**config.mk**
```make
export PLATFORM = sky130hd
export DESIGN_NAME = alu_ctrl_stage
export DESIGN_NICKNAME = d
export VERILOG_FILES = /design/src/rtl/mips_alu_pkg.sv /design/src/rtl/alu_op_decode.sv /design/src/rtl/alu_ctrl_stage.sv
export SDC_FILE = /design/constraint.sdc
export NUM_CORES = 1
export LEC_CHECK = 0
export ABC_AREA = 1
export ABC_CLOCK_PERIOD_IN_PS = 3600
export CAP_MARGIN = 25
export CELL_PAD_IN_SITES_DETAIL_PLACEMENT = 1
export CELL_PAD_IN_SITES_GLOBAL_PLACEMENT = 2
export CORE_MARGIN = 2
export CORE_UTILIZATION = 24
export CTS_CLUSTER_DIAMETER = 200
export DETAILED_ROUTE_END_ITERATION = 8
export GPL_TIMING_DRIVEN = 0
export PLACE_DENSITY_LB_ADDON = 0.1
export SYNTH_ARGS = -nofsm -noshare
export SYNTH_HDL_FRONTEND = slang
export SYNTH_SLANG_ARGS = --single-unit
```
**constraint.sdc**
```tcl
create_clock -name clk -period 3.6 [get_ports clk]
set_input_delay 0.36 -clock clk [delete_from_list [all_inputs] [get_ports clk]]
set_output_delay 0.36 -clock clk [all_outputs]
set_load 0.005 [all_outputs]
```
**src/rtl/mips_alu_pkg.sv**
```systemverilog
// Shared ALU control definitions: ALU op codes, opcode/funct constants,
// operand select encodings and the decoded-instruction bundle.
package mips_alu_pkg;

  localparam logic [3:0] ALU_ADD  = 4'h0;
  localparam logic [3:0] ALU_SUB  = 4'h1;
  localparam logic [3:0] ALU_AND  = 4'h2;
  localparam logic [3:0] ALU_OR   = 4'h3;
  localparam logic [3:0] ALU_XOR  = 4'h4;
  localparam logic [3:0] ALU_NOR  = 4'h5;
  localparam logic [3:0] ALU_SLL  = 4'h6;
  localparam logic [3:0] ALU_SRL  = 4'h7;
  localparam logic [3:0] ALU_SRA  = 4'h8;
  localparam logic [3:0] ALU_UCMP = 4'h9;
  localparam logic [3:0] ALU_SCMP = 4'hA;

  localparam logic [5:0] OP_RTYPE = 6'h00;
  localparam logic [5:0] OP_BEQ   = 6'h04;
  localparam logic [5:0] OP_BNE   = 6'h05;
  localparam logic [5:0] OP_ADDI  = 6'h08;
  localparam logic [5:0] OP_ADDIU = 6'h09;
  localparam logic [5:0] OP_SLTI  = 6'h0A;
  localparam logic [5:0] OP_SLTIU = 6'h0B;
  localparam logic [5:0] OP_ANDI  = 6'h0C;
  localparam logic [5:0] OP_ORI   = 6'h0D;
  localparam logic [5:0] OP_XORI  = 6'h0E;
  localparam logic [5:0] OP_LUI   = 6'h0F;
  localparam logic [5:0] OP_LW    = 6'h23;
  localparam logic [5:0] OP_SW    = 6'h2B;

  localparam logic [5:0] FN_SLL   = 6'h00;
  localparam logic [5:0] FN_SRL   = 6'h02;
  localparam logic [5:0] FN_SRA   = 6'h03;
  localparam logic [5:0] FN_SLLV  = 6'h04;
  localparam logic [5:0] FN_SRLV  = 6'h06;
  localparam logic [5:0] FN_SRAV  = 6'h07;
  localparam logic [5:0] FN_JR    = 6'h08;
  localparam logic [5:0] FN_ADD   = 6'h20;
  localparam logic [5:0] FN_ADDU  = 6'h21;
  localparam logic [5:0] FN_SUB   = 6'h22;
  localparam logic [5:0] FN_SUBU  = 6'h23;
  localparam logic [5:0] FN_AND   = 6'h24;
  localparam logic [5:0] FN_OR    = 6'h25;
  localparam logic [5:0] FN_XOR   = 6'h26;
  localparam logic [5:0] FN_NOR   = 6'h27;
  localparam logic [5:0] FN_SLT   = 6'h2A;
  localparam logic [5:0] FN_SLTU  = 6'h2B;

  typedef enum logic [1:0] {
    SRC1_RS      = 2'd0,
    SRC1_SHAMT   = 2'd1,
    SRC1_CONST16 = 2'd2
  } src1_sel_e;

  typedef enum logic {
    SRC2_RT  = 1'b0,
    SRC2_IMM = 1'b1
  } src2_sel_e;

  typedef struct packed {
    logic [3:0]  aluOp;
    src1_sel_e   src1Sel;
    src2_sel_e   src2Sel;
    logic [31:0] imm;
    logic [4:0]  rd;
    logic        regWrite;
    logic        illegal;
  } dec_t;

endpackage

```
**src/rtl/alu_op_decode.sv**
```systemverilog
// Combinational instruction decode into ALU control fields.
// Variable shifts (sllv/srlv/srav) decode only when ALU_VSHIFT_EN is defined.
module alu_op_decode
  import mips_alu_pkg::*;
(
  input  logic [31:0] i_instr,
  output dec_t        o_dec
);

  logic [5:0]  w_op;
  logic [5:0]  w_funct;
  logic [31:0] w_immSext;
  logic [31:0] w_immZext;

  assign w_op      = i_instr[31:26];
  assign w_funct   = i_instr[5:0];
  assign w_immSext = {{16{i_instr[15]}}, i_instr[15:0]};
  assign w_immZext = {16'h0000, i_instr[15:0]};

  // Start from the illegal-encoding result so every unmatched case falls back to it.
  always_comb begin
    o_dec.aluOp    = ALU_ADD;
    o_dec.src1Sel  = SRC1_RS;
    o_dec.src2Sel  = SRC2_RT;
    o_dec.imm      = w_immSext;
    o_dec.rd       = i_instr[20:16];
    o_dec.regWrite = 1'b0;
    o_dec.illegal  = 1'b1;
    case (w_op)
      OP_RTYPE: begin
        o_dec.rd       = i_instr[15:11];
        o_dec.regWrite = 1'b1;
        o_dec.illegal  = 1'b0;
        case (w_funct)
          FN_ADD, FN_ADDU: o_dec.aluOp = ALU_ADD;
          FN_SUB, FN_SUBU: o_dec.aluOp = ALU_SUB;
          FN_AND:          o_dec.aluOp = ALU_AND;
          FN_OR:           o_dec.aluOp = ALU_OR;
          FN_XOR:          o_dec.aluOp = ALU_XOR;
          FN_NOR:          o_dec.aluOp = ALU_NOR;
          FN_SLT:          o_dec.aluOp = ALU_SCMP;
          FN_SLTU:         o_dec.aluOp = ALU_UCMP;
          FN_SLL: begin
            o_dec.aluOp   = ALU_SLL;
            o_dec.src1Sel = SRC1_SHAMT;
          end
          FN_SRL: begin
            o_dec.aluOp   = ALU_SRL;
            o_dec.src1Sel = SRC1_SHAMT;
          end
          FN_SRA: begin
            o_dec.aluOp   = ALU_SRA;
            o_dec.src1Sel = SRC1_SHAMT;
          end
          FN_JR:           o_dec.regWrite = 1'b0;
`ifdef ALU_VSHIFT_EN
          FN_SLLV:         o_dec.aluOp = ALU_SLL;
          FN_SRLV:         o_dec.aluOp = ALU_SRL;
          FN_SRAV:         o_dec.aluOp = ALU_SRA;
`endif
          default: begin
            o_dec.regWrite = 1'b0;
            o_dec.illegal  = 1'b1;
          end
        endcase
      end
      OP_BEQ, OP_BNE: begin
        o_dec.aluOp   = ALU_SUB;
        o_dec.illegal = 1'b0;
      end
      OP_ADDI, OP_ADDIU, OP_SLTI, OP_SLTIU, OP_LW, OP_SW: begin
        o_dec.src2Sel  = SRC2_IMM;
        o_dec.regWrite = (w_op != OP_SW);
        o_dec.illegal  = 1'b0;
        if (w_op == OP_SLTI)
          o_dec.aluOp = ALU_SCMP;
        else if (w_op == OP_SLTIU)
          o_dec.aluOp = ALU_UCMP;
      end
      OP_ANDI, OP_ORI, OP_XORI, OP_LUI: begin
        o_dec.src2Sel  = SRC2_IMM;
        o_dec.imm      = w_immZext;
        o_dec.regWrite = 1'b1;
        o_dec.illegal  = 1'b0;
        case (w_op)
          OP_ANDI: o_dec.aluOp = ALU_AND;
          OP_ORI:  o_dec.aluOp = ALU_OR;
          OP_XORI: o_dec.aluOp = ALU_XOR;
          default: begin
            o_dec.aluOp   = ALU_SLL;
            o_dec.src1Sel = SRC1_CONST16;
          end
        endcase
      end
      default: ;
    endcase
  end

endmodule

```
**src/rtl/alu_ctrl_stage.sv**
```systemverilog
// ID/EX pipeline register for ALU control plus saturating illegal-instruction counter.
// Optional variable-shift decode is enabled by defining ALU_VSHIFT_EN.
module alu_ctrl_stage
  import mips_alu_pkg::*;
#(
  parameter int ALUOP_W   = 4,
  parameter int ILL_CNT_W = 8
) (
  input  logic                 clk,
  input  logic                 reset,
  input  logic                 id_valid,
  input  logic [31:0]          id_instr,
  input  logic                 stall,
  input  logic                 flush,
  output logic                 ex_valid,
  output logic [ALUOP_W-1:0]   ex_alu_op,
  output logic [1:0]           ex_src1_sel,
  output logic                 ex_src2_sel,
  output logic [31:0]          ex_imm,
  output logic [4:0]           ex_shamt,
  output logic [4:0]           ex_rd,
  output logic                 ex_reg_write,
  output logic                 ex_illegal,
  output logic [ILL_CNT_W-1:0] ill_count
);

  dec_t                 w_dec;
  logic                 w_illAccept;

  logic                 r_valid;
  logic [ALUOP_W-1:0]   r_aluOp;
  logic [1:0]           r_src1Sel;
  logic                 r_src2Sel;
  logic [31:0]          r_imm;
  logic [4:0]           r_shamt;
  logic [4:0]           r_rd;
  logic                 r_regWrite;
  logic                 r_illegal;
  logic [ILL_CNT_W-1:0] r_illCount;

  alu_op_decode u_decode (
    .i_instr (id_instr),
    .o_dec   (w_dec)
  );

  assign w_illAccept = id_valid & w_dec.illegal & ~stall & ~flush;

  // Flush only kills the control bits that matter downstream; data fields keep their old values.
  always_ff @(posedge clk or negedge reset) begin
    if (!reset) begin
      r_valid    <= 1'b0;
      r_aluOp    <= '0;
      r_src1Sel  <= 2'd0;
      r_src2Sel  <= 1'b0;
      r_imm      <= 32'd0;
      r_shamt    <= 5'd0;
      r_rd       <= 5'd0;
      r_regWrite <= 1'b0;
      r_illegal  <= 1'b0;
    end else if (flush) begin
      r_valid    <= 1'b0;
      r_regWrite <= 1'b0;
      r_illegal  <= 1'b0;
    end else if (!stall) begin
      r_valid    <= id_valid;
      r_aluOp    <= ALUOP_W'(w_dec.aluOp);
      r_src1Sel  <= w_dec.src1Sel;
      r_src2Sel  <= w_dec.src2Sel;
      r_imm      <= w_dec.imm;
      r_shamt    <= id_instr[10:6];
      r_rd       <= w_dec.rd;
      r_regWrite <= id_valid & w_dec.regWrite;
      r_illegal  <= id_valid & w_dec.illegal;
    end
  end

  always_ff @(posedge clk or negedge reset) begin
    if (!reset)
      r_illCount <= '0;
    else if (w_illAccept && (r_illCount != {ILL_CNT_W{1'b1}}))
      r_illCount <= r_illCount + 1'b1;
  end

  assign ex_valid     = r_valid;
  assign ex_alu_op    = r_aluOp;
  assign ex_src1_sel  = r_src1Sel;
  assign ex_src2_sel  = r_src2Sel;
  assign ex_imm       = r_imm;
  assign ex_shamt     = r_shamt;
  assign ex_rd        = r_rd;
  assign ex_reg_write = r_regWrite;
  assign ex_illegal   = r_illegal;
  assign ill_count    = r_illCount;

endmodule

```
### Word-level counts from Yosys, hierarchy flattened

Cells that the tools add are included.

| cells by class | value |
|---|---|
| add/subtract/negate cells | 1 |
| multipliers | 0 |
| div/mod/pow operators | 0 |
| $lt $le $gt $ge | 0 |
| eq/ne operators | 28 |
| shift operators | 0 |
| mux-type cells | 21 |
| bitwise gates (word level) | 6 |
| reductions and logical operators | 14 |

Operators with widths:

| operator | count |
|---|---|
| == test 6 bit (second input constant) | 12 |
| == test 6 x 4 -> 1 bit (second input constant) | 9 |
| case mux 4 bit (10 select lines) | 1 |
| 2-to-1 mux 32 bit | 1 |
| case mux 4 bit (4 select lines) | 1 |
| OR reduction 14 bit | 1 |
| OR reduction 13 bit | 1 |
| == test 6 x 2 -> 1 bit (second input constant) | 2 |
| == test 6 x 3 -> 1 bit (second input constant) | 2 |
| logical NOT 6 bit | 2 |
| OR reduction 12 bit | 1 |
| 2-to-1 mux 1 bit | 10 |
| OR reduction 10 bit | 1 |
| case mux 3 bit (3 select lines) | 1 |
| adder 8 x 1 -> 8 bit (second input constant) | 1 |
| 2-to-1 mux 4 bit | 2 |
| != test 8 bit (second input constant) | 1 |
| != test 6 bit (second input constant) | 1 |
| OR reduction 3 bit | 2 |
| OR reduction 6 bit | 1 |
| 2-to-1 mux 5 bit | 1 |
| AND 1 bit | 4 |
| case mux 2 bit (2 select lines) | 1 |
| OR reduction 2 bit | 2 |
| 8 further kinds | 9 |

| storage, ports and cells | value |
|---|---|
| register bits | 60 |
| latch bits | 0 |
| memory bits (writable) | 0 |
| memory bits (read-only) | 0 |
| input bits | 37 |
| output and inout port bits | 60 |
| logic and storage cells | 80 |
| memories | 0 |

### Depth between registers and ports, before layout

| depth | value |
|---|---|
| depth in word-level cells | 8 |
| depth in mapped cells | 10 |
| depth with buffers taken out | 10 |

### Hierarchy

From an unflattened synthesis, not the netlist that was laid out.

| unflattened totals | value |
|---|---|
| cells, all modules | 432 |
| area, all modules | 3195.6 um^2 |

By module, submodules not included:

| module | times used | cells an instance | area each (um^2) | seq. area each (um^2) |
|---|---|---|---|---|
| alu_ctrl_stage | 1 | 289 | 2431.1 | 1501.4 |
| alu_op_decode | 1 | 143 | 764.5 | 0.0 |

### Worst setup path before layout

OpenSTA, ideal clock, no wires.

| path | value |
|---|---|
| path type | register -> register |
| from | register r_illCount[0] (netlist: ill_count[0]) |
| to | register r_illCount[6] (netlist: ill_count[6]) |
| library setup time | 0.066 ns |
| data arrival time | 1.302 ns |
| required time | 3.534 ns |
| slack | 2.233 ns |
| stages on the path, launching flop included | 8 |
| buffers on the path | 0 |
| path through | dfrtp_1 ha_1 nand3_1 nor2_1 nand3_2 nand3_4 nand2_1 nand2_1 |

| on the way | value |
|---|---|
| word-level cells in the longest chain between the ends | 2 |
| elaborated cells on any way between the ends | 3 |
| those cells by class | add/sub: 1; eq/ne: 1; reduce/logical: 1 |

Ends and longest elaborated chain:

| what | line | RTL |
|---|---|---|
| start: declaration | alu_ctrl_stage.sv:39 | `logic [ILL_CNT_W-1:0] r_illCount;` |
| start signal: assignment | alu_ctrl_stage.sv:81 | `r_illCount <= r_illCount + 1'b1;` |
| parallel branches: the longest is 2 deep, another holds adder 8 x 1 -> 8 bit | - |  |

Several ways; the timed one is not identified.
A chain may end at the register's enable or synchronous reset.

==> summary.md <==
| Metric | Value |
|---|---|
| Outcome | `finished, final reports clean` |
| GRT Total Usage | `14.9%` |
| # fillers | `1118` |
| Drc violations | `0` |
| Avg WL per Cell | `14.2 um` |
| Average size of a mapped cell | `7.78 um2` |
| Die Height | `100 um` |
| Clock H-tree levels | `2` |
| Met3 Use GR | `3.34%` |
| Die X-Extent | `100 um` |
| Global-route wire length before repair | `11.7 mm` |
| Most frequent cells in the layout | `nand2_1 (102), clkdlybuf4s50_1 (90), dfrtp_1 (40), buf_4 (20), nor2_1 (17)` |
| Worst-Skew Late Latency | `310 ps` |
| Num CTS Buffers | `5` |
| CTS tree | `yes` |
| Ant diodes | `0` |
| Slew HR | `63.1%` |
| Critical path startpoint category | `register` |
| Crit path max fanout | `17` |
| Avg Vias per Cell | `4.39` |
| Hold/Removal Path Class | `in -> async` |
| Initial core utilization | `24.4%` |
| FF+latch count, synth | `40` |
| CP required | `3240 ps` |
| Fin. Hold Viols | `0` |
| Clock Pin Slew Worst Setup and Hold Paths | `90 ps` |
| Layout cell share with drive strength beyond 1 | `14.0%` |
| # hold bufs at CTS | `1` |
| Final nets | `424` |
| Most common cell after layout, fill and taps aside | `nand2_1` |
| Gate Count Post-Synth | `286` |
| Placeable Area | `9110 um2` |
| IO Port Bufs | `91` |
| P&R area growth vs syn | `53.3%` |
| Clk buf depth | `2` |
| Synth Warn # | `0` |
| Syn Std Cell Area | `2230 um2` |
| Final Max Tran Viols | `0` |
| Largest stage delay, worst path | `650 ps` |
| Worst-margin pin slew | `554 ps` |
| HPWL Detailed | `5.22 mm` |
| Crit path capture type | `output port` |
| Count of different cell masters after synthesis | `29` |
| Initial drt markers | `53` |
| Routed WL | `7.07 mm` |
| Final core occ | `37.5%` |
| GRT Residual Overflow | `0` |
| Final Wtd Congestion | `0.824` |
| DRT Pass-1 Iters | `4` |
| RSZ-0062 raised after global routing | `no` |
| CP arrival | `1640 ps` |
| Root buf cell | `clkbuf_8` |
| Post-CTS resize count | `0` |
| Most Crowded Layer GR | `met2` |
| Clock Skews | `7.56 ps` |
| Slowest cell on the critical path | `dfrtp_1` |
| Minimum clock period | `2000 ps` |
| Largest net degree at the start of global routing | `35` |
| Clock Sinks | `40` |
| Remaining antenna violation count | `0` |
| Number of global-route vias before repair | `2266` |
| Power per cell area | `391 nW/um2` |
| Critical path class | `reg -> out` |
| DR vias | `2187` |
| Tcrit/Tclk final | `55.5%` |
| Area of the die | `10100 um2` |
| Fmax | `500 MHz` |
| Top-level port count | `97` |
| Crit-path cells | `buf_4 > clkdlybuf4s50_1` |
| Worst VDD drop | `218 uV` |
| Leak | `1.59 nW` |
| Rows | `35` |
| Final setup TNS | `0 ps` |
| Setup bufs post-CTS | `0` |
| Routing usage on met1 | `20.1%` |
| Seq/Total Area, Yosys | `45.0%` |
| Max cap viols | `0` |
| Met2 Usage GRT | `24.2%` |
| Mapped Nets | `324` |
| Final setup viols | `0` |
| Initial antenna violation count | `0` |
## report_power, final
group / leakage, nW / switching (mW) / internal (mW)
sequential: 0.510 / 0.0470 / 0.502
combinational: 1.03 / 0.148 / 0.246
clock: 0.0541 / 0.186 / 0.206
total: 1.59 / 0.380 / 0.953
## Yosys cell counts
| cell | n | area, um2 |
|---|---|---|
| buf_4 | 20 | 150 |
| o41ai_1 | 1 | 8.76 |
| nand4_1 | 9 | 56.3 |
| nand3_2 | 1 | 10.0 |
| a21oi_2 | 1 | 8.76 |
| nand2_1 | 102 | 383 |
| xor2_1 | 3 | 26.3 |
| ha_1 | 1 | 12.5 |
| nor2_1 | 17 | 63.8 |
| a21boi_2 | 1 | 11.3 |
| nor2_2 | 6 | 37.5 |
| o22ai_1 | 1 | 6.26 |
| clkbuf_1 | 2 | 7.51 |
| o21ai_0 | 12 | 60.1 |
| inv_4 | 1 | 6.26 |
| nand3_4 | 2 | 35.0 |
| nor4_1 | 1 | 6.26 |
| dfrtp_1 | 40 | 1000 |
| xnor2_1 | 2 | 17.5 |
| a2bb2oi_1 | 1 | 8.76 |
| nor2_4 | 2 | 22.5 |
| inv_2 | 2 | 7.51 |
| buf_2 | 5 | 25.0 |
| nand2_2 | 2 | 12.5 |
| nand3_1 | 16 | 80.1 |
| nand2_4 | 1 | 11.3 |
| nor3_1 | 4 | 20.0 |
| inv_1 | 16 | 60.1 |
| a21oi_1 | 14 | 70.1 |
## sequential cells by signal, indices dropped and copies added, names as in the netlist
signal / cells
ex_imm: 17
ill_count: 8
ex_rd: 5
ex_alu_op: 4
ex_src1_sel: 2
ex_illegal: 1
ex_reg_write: 1
ex_src2_sel: 1
ex_valid: 1
## cell type report
class | count | area [um2] | area share [%]
Buffer | 27 | 183 | 5.35
Clock buffer | 5 | 68.8 | 2.02
Clock inverter | 3 | 42.5 | 1.25
Inverter | 19 | 73.8 | 2.16
Multi-Input combinational cell | 200 | 968 | 28.4
Sequential cell | 40 | 1000 | 29.3
Tap cell | 111 | 139 | 4.07
Timing Repair Buffer | 93 | 936 | 27.4
## per-stage QoR
| stage | total power [mW] | cells | hold WS, ps | setup slack [ps] | cell area [um2] |
|---|---|---|---|---|---|
| 2_1_floorplan | 0.702 | 286 | 64.4 | 2230 | 2230 |
| 6_report | 1.33 | 498 | 441 | 1600 | 3410 |
| 4_1_cts | 1.36 | 498 | 444 | 1550 | 3410 |
| 5_1_grt | 1.42 | 498 | 448 | 1450 | 3410 |
| 3_3_place_gp | 0.951 | 488 | 455 | 853 | 3280 |
| 3_5_place_dp | 0.958 | 489 | 227 | 1470 | 3290 |
## cells by family (layout without fill, tap and decap cells)
family                   count (synthesis)  count (layout)  share of synthesized area, %
AND/OR/NAND/NOR                        163             163                          33.2
buffers and inverters                   46             147                          11.5
flip-flops                              40              40                          45.0
AO/OA/AOI/OAI                           31              31                          7.81
XOR/XNOR                                 5               5                          1.97
adder cells (fa/ha/maj)                  1               1                         0.562
## metal layers
layer  routed length, um  vias up
met5                   0        -
met4                  66        0
met3                 336        7
met2                3210       57
met1                3450     1028
li1                    -     1095
## worst max-delay path, delay by kind of cell (launching register included)
| family | cells | cell delay [ps] |
|---|---|---|
| buffers and inverters | 2 | 690 |
| flip-flops | 1 | 650 |
## path summary, 6_finish.rpt
path                                     startpoint                       end  slack, ps  cells past startpoint
min                                           reset     ex_imm[2]$_DFFE_PN0P_        440                      2
min in group clk              ex_imm[4]$_DFFE_PN0P_     ex_imm[4]$_DFFE_PN0P_        470                      2
max in group asynchronous                     reset     ex_imm[4]$_DFFE_PN0P_       2690                      3
max reg2reg                ill_count[0]$_DFFE_PN0P_  ill_count[1]$_DFFE_PN0P_       2000                      7
min reg2reg                   ex_imm[4]$_DFFE_PN0P_     ex_imm[4]$_DFFE_PN0P_        470                      2
max                          ex_imm[30]$_DFFE_PN0P_                ex_imm[22]       1600                      2
(Power assumes the default switching activity.)
